<file path="config.mk">
export PLATFORM = sky130hd
export DESIGN_NAME = mul_sequencer
export DESIGN_NICKNAME = d
export VERILOG_FILES = /design/src/rtl/mul_sequencer_pkg.sv /design/src/rtl/mul_sequencer.sv
export SDC_FILE = /design/constraint.sdc
export NUM_CORES = 1
export LEC_CHECK = 0
export CORE_MARGIN = 3
export CORE_UTILIZATION = 33
export DETAILED_ROUTE_END_ITERATION = 12
export PLACE_DENSITY = 0.47
export SLEW_MARGIN = 20
export SYNTH_ARGS = -nofsm -noshare
export SYNTH_HDL_FRONTEND = slang
export SYNTH_SLANG_ARGS = --single-unit
</file>
<file path="constraint.sdc">
create_clock -name clk -period 4.25 [get_ports clk]
set_input_delay 0.85 -clock clk [delete_from_list [all_inputs] [get_ports clk]]
set_output_delay 0.85 -clock clk [all_outputs]
set_load 0.03 [all_outputs]
</file>
<file path="src/rtl/mul_sequencer_pkg.sv">
// mul_sequencer_pkg: shared mul-select encoding and FSM states for the shift-add multiplier
package mul_sequencer_pkg;
  localparam logic [1:0] MUL_NONE = 2'd0;
  localparam logic [1:0] MUL_SET  = 2'd1;
  localparam logic [1:0] MUL_ACC  = 2'd2;
  typedef enum logic [1:0] {
    S_IDLE  = 2'd0,
    S_CALC  = 2'd1,
    S_SIGN  = 2'd2,
    S_WRITE = 2'd3
  } state_t;
endpackage

</file>
<file path="src/rtl/mul_sequencer.sv">
// mul_sequencer: radix-2 shift-add multiplier issuing one HI/LO set or accumulate write
module mul_sequencer
  import mul_sequencer_pkg::*;
#(
  parameter int WIDTH = 32
) (
  input  logic             clk,
  input  logic             rst,
  input  logic             start,
  input  logic [1:0]       op,
  input  logic             signed_op,
  input  logic [WIDTH-1:0] operand_a,
  input  logic [WIDTH-1:0] operand_b,
  output logic             busy,
  output logic             done,
  output logic             rf_write_enable,
  output logic [1:0]       rf_mul,
  output logic [WIDTH-1:0] rf_write_data_1,
  output logic [WIDTH-1:0] rf_write_data_2
);
  localparam int CW = $clog2(WIDTH);
  state_t             state;
  logic [1:0]         op_q;
  logic               neg;
  logic [2*WIDTH-1:0] mcand, prod, prod_next, prod_fix;
  logic [WIDTH-1:0]   mplier, mag_a, mag_b;
  logic [CW-1:0]      count;
  logic               accept;
  // operand magnitudes, one shift-add step and the final sign fix-up
  always_comb begin
    mag_a     = (signed_op && operand_a[WIDTH-1]) ? -operand_a : operand_a;
    mag_b     = (signed_op && operand_b[WIDTH-1]) ? -operand_b : operand_b;
    accept    = start && (op == MUL_SET || op == MUL_ACC);
    prod_next = mplier[0] ? prod + mcand : prod;
    prod_fix  = neg ? -prod : prod;
  end
  // control FSM with datapath registers and registered outputs
  always_ff @(posedge clk) begin
    if (rst) begin
      state           <= S_IDLE;
      op_q            <= MUL_NONE;
      neg             <= 1'b0;
      mcand           <= '0;
      mplier          <= '0;
      prod            <= '0;
      count           <= '0;
      busy            <= 1'b0;
      done            <= 1'b0;
      rf_write_enable <= 1'b0;
      rf_mul          <= MUL_NONE;
      rf_write_data_1 <= '0;
      rf_write_data_2 <= '0;
    end else begin
      case (state)
        S_IDLE: if (accept) begin
          op_q   <= op;
          neg    <= signed_op & (operand_a[WIDTH-1] ^ operand_b[WIDTH-1]);
          mcand  <= {{WIDTH{1'b0}}, mag_a};
          mplier <= mag_b;
          prod   <= '0;
          count  <= '0;
          busy   <= 1'b1;
          state  <= S_CALC;
        end
        S_CALC: begin
          prod   <= prod_next;
          mcand  <= mcand << 1;
          mplier <= mplier >> 1;
          count  <= count + CW'(1);
          state  <= (count == CW'(WIDTH - 1)) ? S_SIGN : S_CALC;
        end
        S_SIGN: begin
          done            <= 1'b1;
          rf_write_enable <= 1'b1;
          rf_mul          <= op_q;
          rf_write_data_1 <= prod_fix[WIDTH-1:0];
          rf_write_data_2 <= prod_fix[2*WIDTH-1:WIDTH];
          state           <= S_WRITE;
        end
        default: begin
          busy            <= 1'b0;
          done            <= 1'b0;
          rf_write_enable <= 1'b0;
          rf_mul          <= MUL_NONE;
          rf_write_data_1 <= '0;
          rf_write_data_2 <= '0;
          state           <= S_IDLE;
        end
      endcase
    end
  end
endmodule

</file>
# Word level (Yosys, flattened, before mapping)
# Cells that the tools add are included.
[totals] out_inout_bits=69 register_bits=238 input_bits=70 wordCells=60
[op_classes] bitwise=3 addsub=5 n_eq_ne=7 mux=21 reduce_logical=12
[op_table] cell="2-to-1 mux 64 bit" n=4
[op_table] cell="case mux 64 bit (2 select lines)" n=2
[op_table] cell="case mux 32 bit (2 select lines)" n=3
[op_table] cell="2-to-1 mux 32 bit" n=3
[op_table] cell="adder 64 bit" n=1
[op_table] cell="negation 32 bit" n=2
[op_table] cell="negation 64 bit" n=1
[op_table] cell="case mux 5 bit (2 select lines)" n=1
[op_table] cell="case mux 2 bit (3 select lines)" n=1
[op_table] cell="AND reduction 2 bit" n=3
[op_table] cell="adder 5 x 1 -> 5 bit, second input constant" n=1
[op_table] cell="== test 5 bit, second input constant" n=1
[op_table] cell="2-to-1 mux 5 bit" n=1
[op_table] cell="== test 2 x 1 -> 1 bit, second input constant" n=2
[op_table] cell="== test 2 bit, second input constant" n=2
[op_table] cell="2-to-1 mux 2 bit" n=2
[op_table] cell="inequality test 2 bit, second input constant" n=2
[op_table] cell="case mux 1 bit (2 select lines)" n=2
[op_table] cell="case mux 2 bit (2 select lines)" n=1
[op_table] cell="OR reduction 2 bit" n=2
[op_table] cell="logical AND 1 bit" n=3
[op_table] cell="AND reduction 3 bit" n=1
[op_table] cell="zero test 2 bit" n=1
[op_table] cell="nonzero test 2 bit" n=1
[op_table] cell="5 further kinds" n=5

# Logic depth before layout (Yosys ltp)
# Gate-level depths: netlist (run 1).
[logic_depth] word_depth=5 mapped_depth=12

# Worst setup path after synthesis (run 1)
# No wires, ideal clock.
[synth_path] path_kind="register to register" from="register prod[0]" to="register prod[62]" slack_ns=1.113 n_path_buf=0 required_ns=4.188 stages_incl_launch_ff=13 arrival_ns=3.075 setup_ns=0.062 synth_period_minus_slack_ns=3.137 path_cell_list="dfxtp_1 -> ha_1 -> inv_1 -> fa_1 -> nand2b_1 -> a211oi_1 -> o31a_1 -> a31o_2 -> o21ai_1 -> o21ai_1 -> a31oi_1 -> or4_1 -> nand3_1"
[synth_via] elab_chain_len=3
[synth_rtl] item="start: declaration" line="mul_sequencer.sv:25" rtl="logic [2*WIDTH-1:0] mcand, prod, prod_next, prod_fix;"
[synth_rtl] item="start signal: assignment" line="mul_sequencer.sv:66" rtl="prod <= prod_next;"
[synth_rtl] item="adder 64 bit" line="mul_sequencer.sv:34" rtl="prod_next = mplier[0] ? prod + mcand : prod;"
[synth_rtl] item="2-to-1 mux 64 bit" line="mul_sequencer.sv:34"
[synth_rtl] item="case mux 64 bit (2 select lines)" line="mul_sequencer.sv:54" rtl="case (state)"
# Every way passes these cells. The select of a mux whose other input is x is not followed.
# A chain may end at the register's enable or synchronous reset.

# Final worst setup path (run 1)
[layout_path] from="register mcand[0]" to="register prod[62]"
[layout_via] elab_chain_len=3
[layout_rtl] item="start: declaration" line="mul_sequencer.sv:25"
[layout_rtl] item="start signal: assignment" line="mul_sequencer.sv:58" rtl="mcand <= {{WIDTH{1'b0}}, mag_a};"
[layout_rtl] item="start signal: assignment" line="mul_sequencer.sv:67" rtl="mcand <= mcand << 1;"
[layout_rtl] item="adder 64 bit" line="mul_sequencer.sv:34"
[layout_rtl] item="2-to-1 mux 64 bit" line="mul_sequencer.sv:34"
[layout_rtl] item="case mux 64 bit (2 select lines)" line="mul_sequencer.sv:54"
# Every way passes these cells. The select of a mux whose other input is x is not followed.

==> flow_summary.toml, run 1 <==
[run_status]
status = "completed"

[critical_path]
cp-start-kind = "register"
arrival_ns = 4.11
worst_r2r_endpoint = "prod[62]"
worstPathCellList = "ha_1, inv_1, fa_1, nand2b_1, a211oi_1, o31a_1, a31o_2, o21ai_1, o21ai_1, a31oi_1, or4_1, nand3_1"
crit_fanout = 5
rrSetupSlack_ns = 0.65
path_buf_inv = 1
cpPeakStageDelay_ns = 0.44
path_class = "reg -> reg"
crit_top_cell = "o21ai_1"
cpMaxStageDelayCell = "dfxtp_1"
cp-end-kind = "register"
r2r-start = "mcand[0]"
path_delay_family = "compound AO/OA/AOI/OAI gates"
ff2ff_path_depth = 12
cp.required_ns = 4.76

[synth]
synth_top_area_frac = 0.314
synth_edf_count = 0
yosysSeqAreaShare = 0.314
synth-seq-cells = 238
synth.distinct_cells = 76
yosys_most_used_dff = "dfxtp_1"
synthArstFlopShare = 0
ys_top_cells_by_area = "dfxtp_1 (31%), nand2_1 (7.1%), a21oi_1 (5.9%), ha_1 (5.9%), xnor2_1 (5.6%)"
syn_area_um2 = 15200
synth.largest_area_cell = "dfxtp_1"
synth_nets = 2142
synth_cells = 1999
yosysWarnings = 0
syn_avg_cell_area_um2 = 7.58

[sta]
final.setup.tns_ns = 0
max_clock_freq_mhz = 278
min_period_ns = 3.60
whs_ns = 0.452
clock_skew_ns = 0.0195
rsz0062_at_grt = "no"
setup-violations-final = 0
layout_worst_path_cycle_share = 0.847
tightest_slew_ns = 0.933
setup_slack_ns = 0.652
slew_violations = 0
relSlewSlack = 0.378
hold_viol_final = 0

[clocking]
cts_resized = 0
cts.clk_slew.worst_paths_ns = 0.06
cts_buffers = 30
cts-root-buf = "clkbuf_16"
cts.sinks = 238
cts_tree = "built"
insertion_delay_ns = 0.58
cts_hold_buf = 0
cts.path.max_buffers = 3
cts_setup_buffers = 0
htreeDepth = 1

[worst_hold_path]
hold_class = "reg -> reg"
hold_start = "mplier[13]"
whs_endpoint = "mplier[13]"
hold_path_depth = 2

[grt]
grt_max_degree = 99
grtUsageTotal = 0.200
antenna_found_initial = 1
overflow = 0
grt_pass1_vias = 14000
grt_pass1_wl_mm = 78.4

[route]
dr.first_iter.drc_count = 957
top_layer_used = "met5"
firstDrtPassIters = 7
post_drt_wl_per_cell_um = 18.2
wirelength_mm = 48.9
routed-wl-met2_mm = 20.5
vias_per_cell = 5.39
vias = 14500
wl_met1_mm = 25.2
antenna_left = 0
drc = 0
wl_met3_mm = 2.22

[floorplanning]
die_area_um2 = 48500
dieHeight_um = 220
boundaryPins = 139
chipWidth_um = 220
num_rows = 77
start_util = 0.338
core_um2 = 44800

[final_layout]
fillers = 4699
antenna_cells = 0
regArea_um2 = 4770
drive_gt1_frac = 0.0553
multiInputGateArea_um2 = 9820
area_growth_pct = 19.5
nets = 2218

[placement]
portBuffers = 138
dp_slack_ns = 0.435
gp_congestion = 0.877
hpwl_mm = 36.2

[pwr]
vdd_drop_max_uv = 288
p_leak_nw = 6.89
powerDensity_nw_per_um2 = 334

[run]
max_cap_violations = 0
## layout by cell type (no fill, tap or decap), types with 5 or more instances in the layout
cell type	count
a22oi_1	109
nand4_1	22
and2_1	10
inv_1	30
nand2b_1	19
o31ai_1	15
nand3_1	36
a21o_1	29
o21bai_1	12
nor2_1	219
a31oi_1	17
or4_1	15
o21ai_1	6
nor4_1	29
o21ai_0	135
mux2i_1	5
and3_1	13
nor3_1	31
ha_1	71
o211ai_1	25
or3_1	13
a211oi_1	10
nand2_1	285
buf_4	29
o21a_1	13
nor2b_1	9
xnor2_1	97
xor2_1	70
clkdlybuf4s50_1	137
clkbuf_8	8
a21oi_1	178
o41ai_1	18
dfxtp_1	237
clkbuf_16	31
a22o_1	13
or2_2	5
## state kept, by name, summed over array words and instances, names as in the netlist
signal           cells
rf_mul               2
mcand               64
mplier              32
count                5
state                2
neg                  1
busy                 1
prod                64
rf_write_data_2     32
rf_write_data_1     32
op_q                 2
rf_write_enable      1
## synthesized netlist by cell type, types with 30 or more instances
cell type / n
nand3_1: 36
nand2_1: 287
xnor2_1: 97
a22oi_1: 109
nor3_1: 31
inv_1: 30
xor2_1: 70
clkbuf_1: 103
nor2_1: 220
ha_1: 72
a21oi_1: 180
o21ai_0: 135
dfxtp_1: 238
## how the worst max path moves through the flow
stage               slack (ns)         end  depth (start not counted)          start
floorplan                 1.11    prod[62]                         12        prod[0]
global placement          0.45  mplier[29]                         10  operand_b[16]
detailed placement        0.43  mplier[29]                         10  operand_b[14]
CTS                       0.68    prod[62]                         12       mcand[0]
global route              0.48    prod[62]                         12       mcand[0]
finish                    0.65    prod[62]                         12       mcand[0]
## power by group
group	switching [mW]	total (mW)	internal, mW
sequential	0.0884	2.41	2.32
combinational	0.652	0.972	0.320
clock	1.03	2.68	1.64
## worst reg2reg max path, stage by stage, from the launching register on
cell and delay [ns]:
dfxtp_1 0.44, ha_1 0.24, inv_1 0.06, fa_1 0.37, nand2b_1 0.22, a211oi_1 0.41
o31a_1 0.23, a31o_2 0.27, o21ai_1 0.18, o21ai_1 0.35, a31oi_1 0.24, or4_1 0.44
nand3_1 0.09
## logic make-up after synthesis
logic type,count (synthesis),synth area share
and+or+nand+nor,735,0.221
AOI/OAI and AO/OA,626,0.263
muxes,5,0.00330
adders and majority gates,73,0.0608
DFF,238,0.314
xor gates and xnor gates,167,0.0965
buffers and inverters,155,0.0402
## through the flow
step / cells / power [mW] / util / cell area (µm²)
floorplan: 1999 / 3.07 / - / 15200
global placement: 2635 / 3.43 / 0.381 / 17100
detailed placement: 2635 / 3.43 / 0.381 / 17100
CTS: 2689 / 6.17 / 0.404 / 18100
global route: 2689 / 6.38 / 0.404 / 18100
finish: 2689 / 6.06 / 0.404 / 18100
## final cells by class
class	instances	area share
Clock buffer	42	0.0495
Multi-Input combinational cell	1606	0.542
Tap cell	592	0.0409
Timing Repair Buffer	168	0.0895
Clock inverter	12	0.00843
Inverter	31	0.00643
Sequential cell	238	0.263
## routing by layer
metal,GRT usage,vias to the layer above
li1,-,7367
met1,0.297,6765
met2,0.305,295
met3,0.0268,64
met4,0.0494,2
met5,0,-
Power figures use the tool's default switching activity.
==> run 2: changes to the inputs <==
==> constraint.sdc (replaced) <==
create_clock -name clk -period 3.75 [get_ports clk]
set_input_delay 0.75 -clock clk [delete_from_list [all_inputs] [get_ports clk]]
set_output_delay 0.75 -clock clk [all_outputs]
set_load 0.03 [all_outputs]
==> flow_summary.toml, run 2 (synthesis results as in run 1) <==
[final_layout]
mostFrequentLayoutCells = "nand2_1 (285), dfxtp_1 (237), nor2_1 (219)"
final_common_cell = "nand2_1"
area_growth_pct = 20.8
reg_top3 = "mcand: 64 flops, prod: 64 flops"
antenna_cells = 0
fillers = 4648
nets = 2241
drive_gt1_frac = 0.0660

[critical_path]
cp.required_ns = 4.26
cp-start-kind = "register"
arrival_ns = 3.92
path_class = "reg -> reg"
cp-end-kind = "register"
crit_fanout = 6
ff2ff_path_depth = 10

[pwr]
powerDensity_nw_per_um2 = 378
p_sw_mw = 2.01
p_leak_nw = 7.02
p_seq_frac = 0.394
p_sw_frac = 0.291
clkPwrFrac = 0.443
p_comb_frac = 0.163
internal_power_mw = 4.90
vdd_drop_max_uv = 288

[floorplanning]
chipWidth_um = 220
boundaryPins = 139
die_area_um2 = 48500
num_rows = 77
core_um2 = 44800
dieHeight_um = 220
start_util = 0.338

[grt]
grt_pass1_vias = 14000
grtUsageTotal = 0.199
grt_pass1_wl_mm = 78.3
overflow = 0
antenna_found_initial = 1
grt_max_degree = 88

[sta]
tightest_slew_ns = 0.958
hold_viol_final = 0
whs_ns = 0.452
setup_slack_ns = 0.338
relSlewSlack = 0.361
slew_violations = 0
final.setup.tns_ns = 0
rsz0062_at_grt = "no"
clock_skew_ns = 0.0200
min_period_ns = 3.41
setup-violations-final = 0
layout_worst_path_cycle_share = 0.910
max_clock_freq_mhz = 293

[clocking]
cts-root-buf = "clkbuf_16"
cts_hold_buf = 0
htreeDepth = 1
cts_buffers = 30
cts.sinks = 238
cts.clk_slew.worst_paths_ns = 0.06
cts_resized = 0
cts_tree = "built"
insertion_delay_ns = 0.58
cts.path.max_buffers = 3
cts_setup_buffers = 0

[route]
wirelength_mm = 48.9
vias_per_cell = 5.35
firstDrtPassIters = 5
post_drt_wl_per_cell_um = 18.0
vias = 14500
antenna_left = 0
drc = 0
dr.first_iter.drc_count = 923

[run_status]
status = "completed"

[worst_hold_path]
hold_path_depth = 2
hold_class = "reg -> reg"

[placement]
gp_congestion = 0.885
dp_slack_ns = 0.0702
portBuffers = 138
hpwl_mm = 36.2

[run]
max_cap_violations = 0
[run 2: cell types whose count changed in the layout (fill, tap and decap cells not counted), sizes merged]
cell      before  now
clkinvlp       4    2
clkbuf        42   41
bufinv         3    4
buf           31   54
clkinv         5    9
[run 2: final timing paths]
path,to,slack [ns],from
worst max-delay path,prod[57],0.34,prod[2]
worst min-delay path,mplier[24],0.45,mplier[24]
worst max register to register,prod[57],0.34,prod[2]
worst min register to register,mplier[24],0.45,mplier[24]
[run 2: area by class of cell]
type	count	area (µm²)	share of cell area
Multi-Input combinational cell	1606	9820	0.536
Sequential cell	238	4770	0.260
Timing Repair Buffer	191	1810	0.0986
Clock buffer	41	873	0.0477
Tap cell	592	741	0.0405
Clock inverter	15	184	0.0100
Inverter	31	116	0.00636
[run 2: worst max-delay path: stages, from the launching register on]
cell	delay (ns)
dfxtp_1	0.53
ha_1	0.29
o21ai_0	0.10
o21ai_0	0.22
o211ai_1	0.26
a21oi_1	0.34
o21ai_0	0.28
a21oi_1	0.49
a21oi_1	0.24
or4_1	0.52
nand3_1	0.07
[run 2: routing by layer]
metal  share of wire  global-route usage  vias to the layer above
met1            0.51               0.296                     6736
met4           0.018              0.0444                        2
li1                -                   -                     7399
met5         0.00027                   0                        -
met2            0.42               0.308                      325
met3           0.046              0.0251                       61
[run 2: power by group through the flow]
stage | clock network (mW) | registers, mW | logic [mW]
floorplan | 0 | 2.74 | 0.740
global placement | 0 | 2.78 | 1.13
detailed placement | 0 | 2.78 | 1.13
CTS | 3.15 | 2.73 | 1.14
global route | 3.26 | 2.74 | 1.26
finish | 3.07 | 2.73 | 1.13
[run 2: per-stage QoR]
| step | total power [mW] | instances | util | cell area (µm²) |
|---|---|---|---|---|
| finish | 6.92 | 2714 | 0.409 | 18300 |
| global route | 7.26 | 2714 | 0.409 | 18300 |
| CTS | 7.02 | 2714 | 0.409 | 18300 |
| detailed placement | 3.91 | 2658 | 0.385 | 17200 |
| global placement | 3.91 | 2658 | 0.385 | 17200 |
| floorplan | 3.48 | 1999 | - | 15200 |
